$ cat src/rtl/rr_mesh_arbiter.sv
// Round-robin arbiter plus show-ahead egress FIFO for one mesh node terminal.
// Optional destination filtering is enabled with the ARB_ID_FILTER_EN macro.
module rr_mesh_arbiter #(
    parameter int pckg_sz  = 40,
    parameter int Fif_Size = 10,
    parameter int channels = 4,
    parameter int id_r     = 0,
    parameter int id_c     = 0
) (
    input  logic                               clk,
    input  logic                               rst,
    input  logic [channels-1:0]                pndng_i,
    input  logic [channels*pckg_sz-1:0]        Data_out_i,
    output logic [channels-1:0]                pop_i,
    output logic [$clog2(channels)-1:0]        Trn,
    output logic [pckg_sz-1:0]                 Data_out,
    output logic                               pndng,
    input  logic                               pop,
    output logic                               full,
    output logic [$clog2(Fif_Size+1)-1:0]      count
);

    localparam int CW = $clog2(channels);
    localparam int NW = $clog2(Fif_Size + 1);
    localparam int PW = (Fif_Size > 1) ? $clog2(Fif_Size) : 1;

    localparam logic [NW-1:0] DEPTH   = NW'(Fif_Size);
    localparam logic [PW-1:0] LAST    = PW'(Fif_Size - 1);
    localparam logic [7:0]    NODE_ID = {4'(id_r), 4'(id_c)};

    typedef enum logic [0:0] {
        ST_ARB  = 1'b0,
        ST_HOLD = 1'b1
    } state_t;

    function automatic logic [PW-1:0] wrap_inc(input logic [PW-1:0] p);
        return (p == LAST) ? {PW{1'b0}} : p + PW'(1'b1);
    endfunction

    function automatic logic header_match(input logic [pckg_sz-1:0] pkt);
        return pkt[pckg_sz-1 -: 8] == NODE_ID;
    endfunction

    state_t                state_q, state_d;
    logic [CW-1:0]         ptr_q, ptr_d;
    logic [channels-1:0]   pop_i_q, pop_i_d;
    logic [CW-1:0]         trn_q, trn_d;
    logic [PW-1:0]         rd_q, rd_d;
    logic [PW-1:0]         wr_q, wr_d;
    logic [NW-1:0]         count_q, count_d;
    logic                  full_q, pndng_q;
    logic [pckg_sz-1:0]    head_q, head_d;
    logic [pckg_sz-1:0]    mem_q [Fif_Size];

    logic [CW-1:0]         win_idx_s;
    logic [CW-1:0]         cand_s;
    logic                  any_s;
    logic [pckg_sz-1:0]    win_pkt_s;
    logic                  hdr_match_s;
    logic                  wr_ok_s;
    logic                  room_s;
    logic                  grant_s;
    logic                  push_s;
    logic                  pop_eff_s;

    // Winner search: descending scan so the first pending channel at or after ptr wins.
    always_comb begin
        win_idx_s = ptr_q;
        cand_s    = {CW{1'b0}};
        for (int i = channels - 1; i >= 0; i--) begin
            cand_s    = CW'((int'(ptr_q) + i) % channels);
            win_idx_s = pndng_i[cand_s] ? cand_s : win_idx_s;
        end
        any_s       = |pndng_i;
        win_pkt_s   = Data_out_i[win_idx_s*pckg_sz +: pckg_sz];
        hdr_match_s = header_match(win_pkt_s);
        room_s      = (count_q < DEPTH);
`ifdef ARB_ID_FILTER_EN
        wr_ok_s     = hdr_match_s;
`else
        // Header is deliberately ignored without filtering.
        wr_ok_s     = hdr_match_s | 1'b1;
`endif
    end

    // Arbitration FSM next state and registered grant outputs.
    always_comb begin
        state_d = state_q;
        ptr_d   = ptr_q;
        trn_d   = trn_q;
        pop_i_d = {channels{1'b0}};
        grant_s = 1'b0;
        push_s  = 1'b0;
        case (state_q)
            ST_ARB: begin
                grant_s = any_s && (room_s || !wr_ok_s);
                if (grant_s) begin
                    push_s  = wr_ok_s;
                    pop_i_d = {{(channels-1){1'b0}}, 1'b1} << win_idx_s;
                    trn_d   = win_idx_s;
                    ptr_d   = CW'((int'(win_idx_s) + 1) % channels);
                    state_d = ST_HOLD;
                end else begin
                    state_d = ST_ARB;
                end
            end
            ST_HOLD: begin
                state_d = ST_ARB;
            end
            default: begin
                state_d = ST_ARB;
            end
        endcase
    end

    // Egress FIFO pointer, occupancy and next-head computation.
    always_comb begin
        pop_eff_s = pop && pndng_q;
        rd_d      = pop_eff_s ? wrap_inc(rd_q) : rd_q;
        wr_d      = push_s ? wrap_inc(wr_q) : wr_q;
        case ({push_s, pop_eff_s})
            2'b10:   count_d = count_q + NW'(1'b1);
            2'b01:   count_d = count_q - NW'(1'b1);
            default: count_d = count_q;
        endcase
        // A push into an otherwise-empty queue becomes the new head directly.
        if (count_d == {NW{1'b0}}) begin
            head_d = {pckg_sz{1'b0}};
        end else if (push_s && (wr_q == rd_d)) begin
            head_d = win_pkt_s;
        end else begin
            head_d = mem_q[rd_d];
        end
    end

    // Control and status registers.
    always_ff @(posedge clk or negedge rst) begin
        if (!rst) begin
            state_q <= ST_ARB;
            ptr_q   <= {CW{1'b0}};
            trn_q   <= {CW{1'b0}};
            pop_i_q <= {channels{1'b0}};
            rd_q    <= {PW{1'b0}};
            wr_q    <= {PW{1'b0}};
            count_q <= {NW{1'b0}};
            full_q  <= 1'b0;
            pndng_q <= 1'b0;
            head_q  <= {pckg_sz{1'b0}};
        end else begin
            state_q <= state_d;
            ptr_q   <= ptr_d;
            trn_q   <= trn_d;
            pop_i_q <= pop_i_d;
            rd_q    <= rd_d;
            wr_q    <= wr_d;
            count_q <= count_d;
            full_q  <= (count_d == DEPTH);
            pndng_q <= (count_d != {NW{1'b0}});
            head_q  <= head_d;
        end
    end

    // Packet storage; contents need no reset.
    always_ff @(posedge clk) begin
        if (push_s) begin
            mem_q[wr_q] <= win_pkt_s;
        end
    end

    assign pop_i    = pop_i_q;
    assign Trn      = trn_q;
    assign Data_out = head_q;
    assign pndng    = pndng_q;
    assign full     = full_q;
    assign count    = count_q;

endmodule

$ cat config.mk
export PLATFORM = sky130hd
export DESIGN_NAME = rr_mesh_arbiter
export DESIGN_NICKNAME = d
export VERILOG_FILES = /design/src/rtl/rr_mesh_arbiter.sv
export SDC_FILE = /design/constraint.sdc
export NUM_CORES = 1
export LEC_CHECK = 0
export ABC_AREA = 1
export BUFFER_PORTS_ARGS = -buffer_cell sky130_fd_sc_hd__buf_2
export CORE_UTILIZATION = 60
export CTS_CLUSTER_SIZE = 28
export DETAILED_ROUTE_END_ITERATION = 10
export GPL_ROUTABILITY_DRIVEN = 0
export PLACE_DENSITY = 0.81
export SKIP_CTS_REPAIR_TIMING = 1
export SYNTH_ARGS = -nofsm -noshare
export SYNTH_HDL_FRONTEND = slang
export SYNTH_SLANG_ARGS = --single-unit
$ cat constraint.sdc
create_clock -name clk -period 4.8 [get_ports clk]
set_input_delay 0.48 -clock clk [delete_from_list [all_inputs] [get_ports clk]]
set_output_delay 0.48 -clock clk [all_outputs]
set_load 0.01 [all_outputs]
==> reports/metrics.yaml <==
status: "finished, final reports clean"
synth.distinct_cells: 35
post-route-period-util: 0.845
hold_viol_final: 0
grt_pass1_vias: 17100
worst_setup_path_end_kind: "flip-flop"
grt_pass1_wl_mm: 89.1
max_freq_mhz: 246
max_slew_margin: 0.279
dp_hpwl_mm: 32.4
syn_area_per_cell_um2: 9.13
cts.reportedPaths.clkPinSlew_ns: 0.06
ff_latch_area_um2: 13600
ys.warnings.count: 0
io_pins: 219
synth_fp_nets: 2621
finalCriticalPeriod_ns: 4.06
seq_area_frac_synth: 0.608
fp.dieW_um: 195
maxSlewViolCount: 0
worst_pin_slew_ns: 1.08
drc_errors: 0
clock_latency_ns: 0.55
critical_path_required_ns: 5.23
hold_path_class: "input pin to asynchronous set/reset pin"
clock_tree.root_cell: "clkbuf_16"
dieArea_um2: 38000
io_buffers: 218
drt-initial-drc-count: 1650
cts_tree: "done"
fill_cells: 2590
report.final.setup_viol: 0
crit_fanout: 22
postRouteWirelength_mm: 57.5
synth_seq_cells: 463
h-tree-depth: 2
ant_nets: 0
nets: 2790
crit_type: "flip-flop to flip-flop"
clockBufferDepth: 3
pre_cts_slack_ns: 0.755
drive_gt1_frac: 0.167
post_drt_wl_per_cell_um: 18.4
finalSetupTns_ns: 0
antenna_found_initial: 1
p_leak_nw: 11.9
peakVddDrop_uv: 952
rsz0062_at_grt: "no"
finalPower_mw: 19.6
grt_max_degree: 108
fp.dieH_um: 195
grt_usage: 0.304
drv_cap: 0
vias_per_cell: 5.54
synth_cells: 2447
synth_area_um2: 22300
cellPowerDensity_nw_per_um2: 772
drt-pass1-iter-count: 6
layout_setup_ws_ns: 0.742
area_growth_pct: 13.5
clkSinkCount: 463
design_area_um2: 25400
worstPathArrival_ns: 4.49
cts_buffers: 46
row_count: 70
worst_clock_skew_ns: 0.0174
cp-start-kind: "flip-flop"
vias: 17300
start_util: 0.610
overflow: 0
core_area_um2: 36600
placed_area_um2: 23800
multi_input_area_um2: 6450
-- path summary, 6_finish.rpt --
kind | start | endpoint | cells after the start | slack (ns)
worst max register to register | count[2]$_DFF_PN0_ | Data_out[35]$_DFF_PN0_ | 18 | 0.74
max in group asynchronous | rst | Data_out[39]$_DFF_PN0_ | 1 | 3.99
worst min register to register | state_q$_DFF_PN0_ | state_q$_DFF_PN0_ | 1 | 0.48
worst max-delay path | count[2]$_DFF_PN0_ | Data_out[35]$_DFF_PN0_ | 18 | 0.74
worst min-delay path | rst | full$_DFF_PN0_ | 1 | 0.12
min in group clk | Data_out_i[150] | Data_out[30]$_DFF_PN0_ | 7 | 0.37
-- worst max-delay path, cell delays in order (launching register included) --
cell and delay [ns]:
dfrtp_1 0.43, o21ai_1 0.18, o21ai_0 0.12, nor2_2 0.31, inv_1 0.30, ha_1 0.34
xor2_1 0.18, ha_1 0.20, a21oi_1 0.17, xor2_1 0.09, nand2_1 0.07, o21ai_0 0.12
nor2_1 0.19, nand2_1 0.12, nor2_4 0.63, buf_12 0.28, nor2_1 0.07, nand2_1 0.06
inv_1 0.05
-- routing by layer --
layer  track usage  wire length [um]  vias to the layer above
met5             0                 0                        -
met4         0.142              2400                        0
met3        0.0515              4930                      189
met2         0.532             28500                      888
met1         0.368             21600                     8114
li1              -                 -                     8119
-- logic make-up after synthesis --
family	after synthesis	share of synthesized area
AND/OR/NAND/NOR	1208	0.234
AO/OA/AOI/OAI	162	0.0416
adder cells (fa/ha/maj)	7	0.00392
XOR/XNOR	8	0.00347
buffers and inverters	599	0.108
flip-flops	463	0.608
-- power by group --
| part | leakage (nW) | switching (mW) | internal [mW] |
|---|---|---|---|
| clock | 0.782 | 1.48 | 2.24 |
| combinational | 6.76 | 6.56 | 2.24 |
| sequential | 4.37 | 0.282 | 6.76 |
| total | 11.9 | 8.32 | 11.2 |
-- state kept, by name (all words and copies together) (netlist names) --
register  flops
Data_out     40
Trn           2
count         4
full          1
mem_q       400
pndng         1
pop_i         4
ptr_q         2
rd_q          4
state_q       1
wr_q          4
-- Yosys cell counts, drive strengths merged --
master	count	area (um2)
nand2	583	2200
inv	471	1770
edfxtp	400	12000
nand3	261	1320
nor2	230	876
o21ai	119	611
or2	85	532
buf	72	438
dfrtp	63	1580
clkbuf	56	213
nand4	41	257
o211ai	40	300
ha	7	87.6
nor3	6	40.0
xor2	5	43.8
xnor2	3	33.8
a21oi	2	10.0
and2	1	6.26
and3	1	6.26
o221ai	1	8.76
-- final cells by class --
type / instances / area share
Clock inverter: 24 / 0.00942
Antenna cell: 1 / 0.0000987
Tap cell: 468 / 0.0231
Sequential cell: 463 / 0.536
Clock buffer: 61 / 0.0533
Multi-Input combinational cell: 1385 / 0.254
Inverter: 471 / 0.0699
Timing Repair Buffer: 249 / 0.0543
-- per-stage QoR --
stage / std cells / utilization / hold WS (ns)
floorplan: 2447 / - / 0.184
global placement: 3036 / 0.649 / 0.466
detailed placement: 3036 / 0.649 / 0.473
CTS: 3121 / 0.693 / 0.145
global route: 3121 / 0.693 / 0.185
finish: 3122 / 0.693 / 0.122
-- cells in the final DEF, fill, tap and decap left out, drive strengths merged --
| cell | n |
|---|---|
| o211ai | 40 |
| ha | 7 |
| clkbuf | 61 |
| nand2 | 583 |
| nand4 | 41 |
| diode | 1 |
| buf | 249 |
| xor2 | 5 |
| clkinv | 17 |
| nor2 | 230 |
| nor3 | 6 |
| inv | 471 |
| clkinvlp | 2 |
| o221ai | 1 |
| a21oi | 2 |
| nand3 | 261 |
| edfxtp | 400 |
| or2 | 85 |
| dfrtp | 63 |
| o21ai | 119 |
| and2 | 1 |
| xnor2 | 3 |
| bufinv | 5 |
| and3 | 1 |
No activity file was read; power rests on OpenSTA's default activity.
